[src/rtl/imem_fetch_unit.sv]
// Credit-managed instruction fetch front end: keeps up to p_max_inflight imem
// reads in flight, drops stale responses after a redirect, feeds decode in order.
`timescale 1ns/1ps

package imem_fetch_pkg;
  localparam logic [2:0] c_mem_type_read = 3'd0;

  typedef struct packed {
    logic [2:0]  typ;
    logic [7:0]  opaque;
    logic [31:0] addr;
    logic [1:0]  len;
    logic [31:0] data;
  } mem_req_4B_t;

  typedef struct packed {
    logic [2:0]  typ;
    logic [7:0]  opaque;
    logic [1:0]  test;
    logic [1:0]  len;
    logic [31:0] data;
  } mem_resp_4B_t;
endpackage

module imem_fetch_unit
  import imem_fetch_pkg::*;
#(
  parameter int          p_max_inflight = 2,
  parameter logic [31:0] p_reset_pc     = 32'h0000_0200,
  localparam int         c_cnt_nbits    = $clog2(p_max_inflight + 1)
) (
  input  logic                   clk,
  input  logic                   reset,
  input  logic                   redirect_val,
  input  logic [31:0]            redirect_target,
  output mem_req_4B_t            imemreq_msg,
  output logic                   imemreq_val,
  input  logic                   imemreq_rdy,
  input  mem_resp_4B_t           imemresp_msg,
  input  logic                   imemresp_val,
  output logic                   imemresp_rdy,
  output logic [31:0]            inst_msg,
  output logic [31:0]            inst_pc,
  output logic                   inst_val,
  input  logic                   inst_rdy,
  output logic [c_cnt_nbits-1:0] inflight,
  output logic [c_cnt_nbits-1:0] drop_pending
);

  localparam int c_idx_nbits = (p_max_inflight > 1) ? $clog2(p_max_inflight) : 1;
  localparam int c_sum_nbits = c_cnt_nbits + 1;
  localparam logic [c_idx_nbits-1:0] c_last_idx   = c_idx_nbits'(p_max_inflight - 1);
  localparam logic [c_sum_nbits-1:0] c_credit_lim = c_sum_nbits'(p_max_inflight);
  localparam logic [c_cnt_nbits-1:0] c_cnt_one    = c_cnt_nbits'(1);

  function automatic logic [c_idx_nbits-1:0] ptr_inc(input logic [c_idx_nbits-1:0] p);
    if (p == c_last_idx) begin
      return '0;
    end else begin
      return p + c_idx_nbits'(1);
    end
  endfunction

  logic [31:0]            pc_q, pc_d;
  logic [c_cnt_nbits-1:0] out_q, out_d;
  logic [c_cnt_nbits-1:0] drop_q, drop_d;
  logic [c_cnt_nbits-1:0] buf_cnt_q, buf_cnt_d;
  logic [31:0]            pcf_q [p_max_inflight];
  logic [31:0]            pcf_d [p_max_inflight];
  logic [c_idx_nbits-1:0] pcf_head_q, pcf_head_d, pcf_tail_q, pcf_tail_d;
  logic [31:0]            ibuf_pc_q   [p_max_inflight];
  logic [31:0]            ibuf_pc_d   [p_max_inflight];
  logic [31:0]            ibuf_data_q [p_max_inflight];
  logic [31:0]            ibuf_data_d [p_max_inflight];
  logic [c_idx_nbits-1:0] ibuf_head_q, ibuf_head_d, ibuf_tail_q, ibuf_tail_d;

  logic [31:0]            req_addr_s;
  logic [c_sum_nbits-1:0] credit_use_s;
  logic                   req_val_s, req_fire_s, resp_fire_s, keep_s, inst_val_s, deq_s;
  logic                   unused_resp_bits_s;

  // Handshake decode; a redirect retargets this cycle's request and hides the buffer head.
  assign credit_use_s = c_sum_nbits'(out_q) + c_sum_nbits'(buf_cnt_q);
  assign req_addr_s   = redirect_val ? redirect_target : pc_q;
  assign req_val_s    = !reset && (credit_use_s < c_credit_lim);
  assign req_fire_s   = req_val_s && imemreq_rdy;
  assign resp_fire_s  = imemresp_val && !reset;
  assign keep_s       = resp_fire_s && (drop_q == '0) && !redirect_val;
  assign inst_val_s   = (buf_cnt_q != '0) && !redirect_val;
  assign deq_s        = inst_val_s && inst_rdy;

  // Next-state for fetch PC, counters, PC FIFO and instruction buffer.
  always_comb begin
    pc_d        = pc_q;
    out_d       = out_q;
    drop_d      = drop_q;
    buf_cnt_d   = buf_cnt_q;
    pcf_d       = pcf_q;
    pcf_head_d  = pcf_head_q;
    pcf_tail_d  = pcf_tail_q;
    ibuf_pc_d   = ibuf_pc_q;
    ibuf_data_d = ibuf_data_q;
    ibuf_head_d = ibuf_head_q;
    ibuf_tail_d = ibuf_tail_q;

    if (req_fire_s) begin
      pc_d              = req_addr_s + 32'd4;
      pcf_d[pcf_tail_q] = req_addr_s;
      pcf_tail_d        = ptr_inc(pcf_tail_q);
    end else if (redirect_val) begin
      pc_d = redirect_target;
    end else begin
      pc_d = pc_q;
    end

    if (resp_fire_s) begin
      pcf_head_d = ptr_inc(pcf_head_q);
    end else begin
      pcf_head_d = pcf_head_q;
    end

    case ({req_fire_s, resp_fire_s})
      2'b10:   out_d = out_q + c_cnt_one;
      2'b01:   out_d = out_q - c_cnt_one;
      default: out_d = out_q;
    endcase

    // Everything older than a redirect is stale, except a response consumed right now.
    if (redirect_val) begin
      drop_d = resp_fire_s ? (out_q - c_cnt_one) : out_q;
    end else if (resp_fire_s && (drop_q != '0)) begin
      drop_d = drop_q - c_cnt_one;
    end else begin
      drop_d = drop_q;
    end

    if (redirect_val) begin
      buf_cnt_d   = '0;
      ibuf_head_d = '0;
      ibuf_tail_d = '0;
    end else begin
      if (deq_s) begin
        ibuf_head_d = ptr_inc(ibuf_head_q);
      end else begin
        ibuf_head_d = ibuf_head_q;
      end
      if (keep_s) begin
        ibuf_pc_d[ibuf_tail_q]   = pcf_q[pcf_head_q];
        ibuf_data_d[ibuf_tail_q] = imemresp_msg.data;
        ibuf_tail_d              = ptr_inc(ibuf_tail_q);
      end else begin
        ibuf_tail_d = ibuf_tail_q;
      end
      case ({keep_s, deq_s})
        2'b10:   buf_cnt_d = buf_cnt_q + c_cnt_one;
        2'b01:   buf_cnt_d = buf_cnt_q - c_cnt_one;
        default: buf_cnt_d = buf_cnt_q;
      endcase
    end
  end

  // State registers; reset clears everything asynchronously.
  always_ff @(posedge clk or posedge reset) begin
    if (reset) begin
      pc_q        <= p_reset_pc;
      out_q       <= '0;
      drop_q      <= '0;
      buf_cnt_q   <= '0;
      pcf_head_q  <= '0;
      pcf_tail_q  <= '0;
      ibuf_head_q <= '0;
      ibuf_tail_q <= '0;
      for (int i = 0; i < p_max_inflight; i++) begin
        pcf_q[i]       <= 32'd0;
        ibuf_pc_q[i]   <= 32'd0;
        ibuf_data_q[i] <= 32'd0;
      end
    end else begin
      pc_q        <= pc_d;
      out_q       <= out_d;
      drop_q      <= drop_d;
      buf_cnt_q   <= buf_cnt_d;
      pcf_head_q  <= pcf_head_d;
      pcf_tail_q  <= pcf_tail_d;
      ibuf_head_q <= ibuf_head_d;
      ibuf_tail_q <= ibuf_tail_d;
      pcf_q       <= pcf_d;
      ibuf_pc_q   <= ibuf_pc_d;
      ibuf_data_q <= ibuf_data_d;
    end
  end

  // Request message assembly.
  always_comb begin
    imemreq_msg        = '0;
    imemreq_msg.typ    = c_mem_type_read;
    imemreq_msg.opaque = 8'd0;
    imemreq_msg.addr   = req_addr_s;
    imemreq_msg.len    = 2'd0;
    imemreq_msg.data   = 32'd0;
  end

  assign imemreq_val        = req_val_s;
  assign imemresp_rdy       = !reset;
  assign inst_msg           = ibuf_data_q[ibuf_head_q];
  assign inst_pc            = ibuf_pc_q[ibuf_head_q];
  assign inst_val           = inst_val_s;
  assign inflight           = out_q;
  assign drop_pending       = drop_q;
  assign unused_resp_bits_s = ^{imemresp_msg.typ, imemresp_msg.opaque,
                                imemresp_msg.test, imemresp_msg.len};

endmodule

[config.mk]
export PLATFORM = sky130hd
export DESIGN_NAME = imem_fetch_unit
export DESIGN_NICKNAME = d
export VERILOG_FILES = /design/src/rtl/imem_fetch_unit.sv
export SDC_FILE = /design/constraint.sdc
export NUM_CORES = 1
export LEC_CHECK = 0
export ABC_CLOCK_PERIOD_IN_PS = 11400
export CORE_MARGIN = 2
export CORE_UTILIZATION = 40
export DETAILED_ROUTE_END_ITERATION = 8
export PLACE_DENSITY = 0.73
export REMOVE_ABC_BUFFERS = 1
export SKIP_LAST_GASP = 1
export SYNTH_ARGS = -nofsm -noshare
export SYNTH_HDL_FRONTEND = slang
export SYNTH_SLANG_ARGS = --single-unit
export TNS_END_PERCENT = 20
[constraint.sdc]
create_clock -name clk -period 11.4 [get_ports clk]
set_input_delay 2.28 -clock clk [delete_from_list [all_inputs] [get_ports clk]]
set_output_delay 2.28 -clock clk [all_outputs]
set_load 0.005 [all_outputs]
After elaboration in Yosys (flattened, before gate mapping)
Index checks and enable logic that the tools add are counted.
{ "word_totals": {"ff_bits": 234, "in_bits": 85, "output_inout_bits": 148, "word_cells": 94} }
{ "op_classes": {"n_addsub": 11, "n_lt_le_gt_ge": 7, "n_eq_ne": 4, "mux": 32, "bitwise_logic": 5, "reduce_logical": 21} }
{ "ops": {"columns": ["cell", "n"], "rows": [
  ["two-way mux 32 bit", 13],
  ["bitwise mux 64 bit", 3],
  ["demux 32 bit (select 1 bit)", 2],
  ["adder 32 x 3 -> 32 bit (second input constant)", 1],
  ["nonzero test 2 bit", 6],
  ["logical AND 1 bit", 10],
  [">= comparator 2 bit (second input constant)", 4],
  ["two-way mux 1 bit", 8],
  ["two-way mux 2 bit", 4],
  ["NOT 1 -> 2 bit", 4],
  ["case mux 2 bit (2 select lines)", 2],
  ["subtractor 2 x 1 -> 2 bit (second input constant)", 3],
  ["adder 1 bit (second input constant)", 4],
  ["adder 2 x 1 -> 2 bit (second input constant)", 2],
  ["equality test 2 x 1 -> 1 bit (second input constant)", 2],
  ["equality test 2 bit (second input constant)", 2],
  ["< comparator 2 x 1 -> 1 bit (second input constant)", 2],
  ["adder 2 x 2 -> 3 bit", 1],
  ["< comparator 3 x 2 -> 1 bit (second input constant)", 1],
  ["nonzero test 3 bit", 1],
  ["zero test 1 bit", 2],
  ["zero test 2 bit", 1],
  ["AND reduction 2 bit", 1],
  ["NOT 1 bit", 1]
]} }

Depth between registers and ports, before layout
{ "depth": {"depth_word": 7, "ltp_mapped": 11, "depth_no_buf": 8} }

Worst setup path after synthesis
OpenSTA, ideal clock, no wires.
{ "synth_timing": {"kind": "input port to output port", "from": "input port reset", "to": "output port imemresp_rdy", "arrival_time_ns": 7.110, "t_required_ns": 9.120, "slack_ns": 2.010, "path_stages": 1, "n_path_buf": 0, "path_cell_list": "inv_1"} }
{ "synth_via": {"elab_chain_cells": 1} }
{ "synth_rtl": {"columns": ["item", "line", "text"], "rows": [
  ["start: declaration", "33", "input logic reset,"],
  ["zero test 1 bit", "204", "assign imemresp_rdy = !reset;"],
  ["end: declaration", "41", "output logic imemresp_rdy,"]
]} }
No other way between the ends.

==> run metrics <==
outcome finished, final reports clean; Num CTS Buffers 27; gr usage total 0.1716; Synth Flop Type dfrtp_1; Reg clk slew, reported paths about 0.05 ns; DRC Markers 0; Leak about 0.006 µW; worst path cell trace buf_4, buf_4, mux2i_1, inv_1, clkdlybuf4s50_1; vias in the first global route around 7600; cell mode on critical path buf_4; #FFs+latches synth ~230; Worst path max stage delay 0.77 ns; post-synth top area share 0.5339; Yosys cell types between 40 and 50; f_max ~150 MHz; CTS tree yes; IO buf count between 150 and 200; core area between 20000 and 30000 µm²; # IOs roughly 230; CTS root buf clkbuf_16; Critical-path top delay cell mux2i_1; Setup Skew 0.01006 ns; routed vias between 7000 and 8000; post-DR wirelength/cell between 15 and 20 µm; HPWL after DPL around 16000 µm; TNS Setup 0 ns; Starting Density 0.4064; Slew @ Worst Pin between 1 and 1.5 ns; Die Height between 150 and 200 µm; Critical Path AT between 4 and 5 ns; relative slew slack 0.1918; clk_lat worst skew ~0.52 ns; FP Rows 60; GRT overflow 0; first-pass GRT wire length 39920 µm; dominant cells by area after synthesis dfrtp_1 (53%), mux2_2 (13%), a21oi_1 (6.2%), mux2i_1 (5.9%), nor2_1 (5.1%); CTS Buffer Depth 3; Synth Instances slightly below 1000; CP max FO 50; Hold Path Class reg2reg; synthesized area approximately 11000 µm²; Req. time, crit path 9.12 ns; most common cell in the netlist dfrtp_1; FFs w/ async S/R, synth 1.000; die area roughly 29000 µm²; H-Tree Depth 1; initial antenna violation count 0; Post-synth EDFFs 0; Final Hold Fails 0; max_cap viols 0; Pwr Density between 200 and 250 nW/µm²; crit end category output pin; Die X about 170 µm; antenna-violating nets left 0; Clock Sinks approximately 230; Total Routed Length 24450 µm; syn_area_per_cell about 11 µm²; TritonRoute pass-1 iters 7; fin. max-slew vios 0; Critical Path Start Type input pin; top post-synthesis cells by count dfrtp_1 (233), nor2_1 (149), a21oi_1 (135); worst setup margin roughly 4.5 ns; layout cells sized above 1 0.1753; final setup fails 0; Placer Congestion roughly 0.77; top cell type by total area after synthesis dfrtp_1; Final period util 0.6023; sequential share of the synthesized area 0.5363; vias per cell between 4 and 5; Setup CP Type in2out; synthesis-to-layout area growth 25.04%; maximum vdd drop approximately 120 µV; Synthesis Warnings 0; Final Net Count 1222; drt initial violations 325; Tmin final between 6 and 7 ns; largest net degree at the start of global routing 86; Post-CTS Resized 0; pre-CTS WS 4.513 ns; postcts setup bufs 0; Hold-fix buffers, CTS 0; n_diodes 0; RSZ-0062 raised after global routing no
registers in the layout, summed over array words and instances, names as in the netlist:
signal        count
buf_cnt_q         2
drop_pending      2
ibuf_data_q      64
ibuf_head_q       1
ibuf_pc_q        64
ibuf_tail_q       1
inflight          2
pc_q             32
pcf_head_q        1
pcf_q            64
pcf_tail_q        1
cells by family (layout without fill, tap and decap cells):
group	count (synthesis)	in the layout	synth area share
buffers and inverters	137	266	0.06771
xor gates and xnor gates	37	37	0.02967
and+or+nand+nor	223	223	0.09589
adders and majority gates	4	4	0.005270
AOI/OAI and AO/OA	151	151	0.07424
muxes	192	192	0.1906
DFF	234	234	0.5363
other	1	45	0.0003434
where the power goes:
part / switching (µW) / total (µW) / internal [µW]
Sequential: 183 / 1330 / 1150
Combinational: 436 / 1040 / 606
Clock: 337 / 883 / 546
layout make-up:
cell class | count | area, µm²
clock buffer | 36 | 779.5
clock inverter | 12 | 147.6
fill | 2387 | 13220
inverter | 38 | 150.1
multi-input combinational | 652 | 4512
sequential | 234 | 5862
tap | 341 | 426.7
timing repair buffer | 180 | 1779
placed cells by master (no fill, tap or decap), types with 27 or more instances in the layout:
cell	count
inv_1	35
dfrtp_1	231
mux2i_1	64
a21oi_1	135
mux2_2	128
nor2_1	148
clkdlybuf4s50_1	171
conb_1	45
clkbuf_16	27
xnor2_1	33
critical path, delay by kind of cell:
family,cells,cell delay (ns)
buf+inv,4,1.53
mux,1,0.77
per-layer routing:
metal / wire length (µm) / global-route usage / vias to the layer above / share of wire
met5: 0 / 0 / - / 0
met4: 408 / 0.03642 / 0 / 0.017
met3: 1220 / 0.02775 / 44 / 0.050
met2: 11430 / 0.2875 / 190 / 0.47
met1: 11390 / 0.2362 / 3638 / 0.47
li1: - / - / 3554 / -
final timing paths:
check / start / to / slack [ns] / depth (start not counted)
max in group asynchronous: reset / ibuf_pc_q[58] / 7.61 / 3
min: ibuf_data_q[29] / ibuf_data_q[29] / 0.50 / 1
min reg2reg: ibuf_data_q[29] / ibuf_data_q[29] / 0.50 / 1
min in group asynchronous: reset / buf_cnt_q[1] / 2.36 / 2
max: redirect_val / imemreq_msg[56] / 4.53 / 5
max reg2reg: drop_pending[0] / ibuf_data_q[26] / 8.10 / 6
metrics by stage:
step                cells  hold slack, ns  power, µW  instance area (µm²)  utilization
finish               1493          0.4994       3259                13660       0.5081
global route         1493          0.5153       3482                13660       0.5081
CTS                  1493          0.5052       3310                13660       0.5081
detailed placement   1445          0.4906       2402                12730       0.4737
global placement     1445          0.4826       2357                12730       0.4737
floorplan             924          0.4603       1921                10490            -
Power figures use the tool's default switching activity.
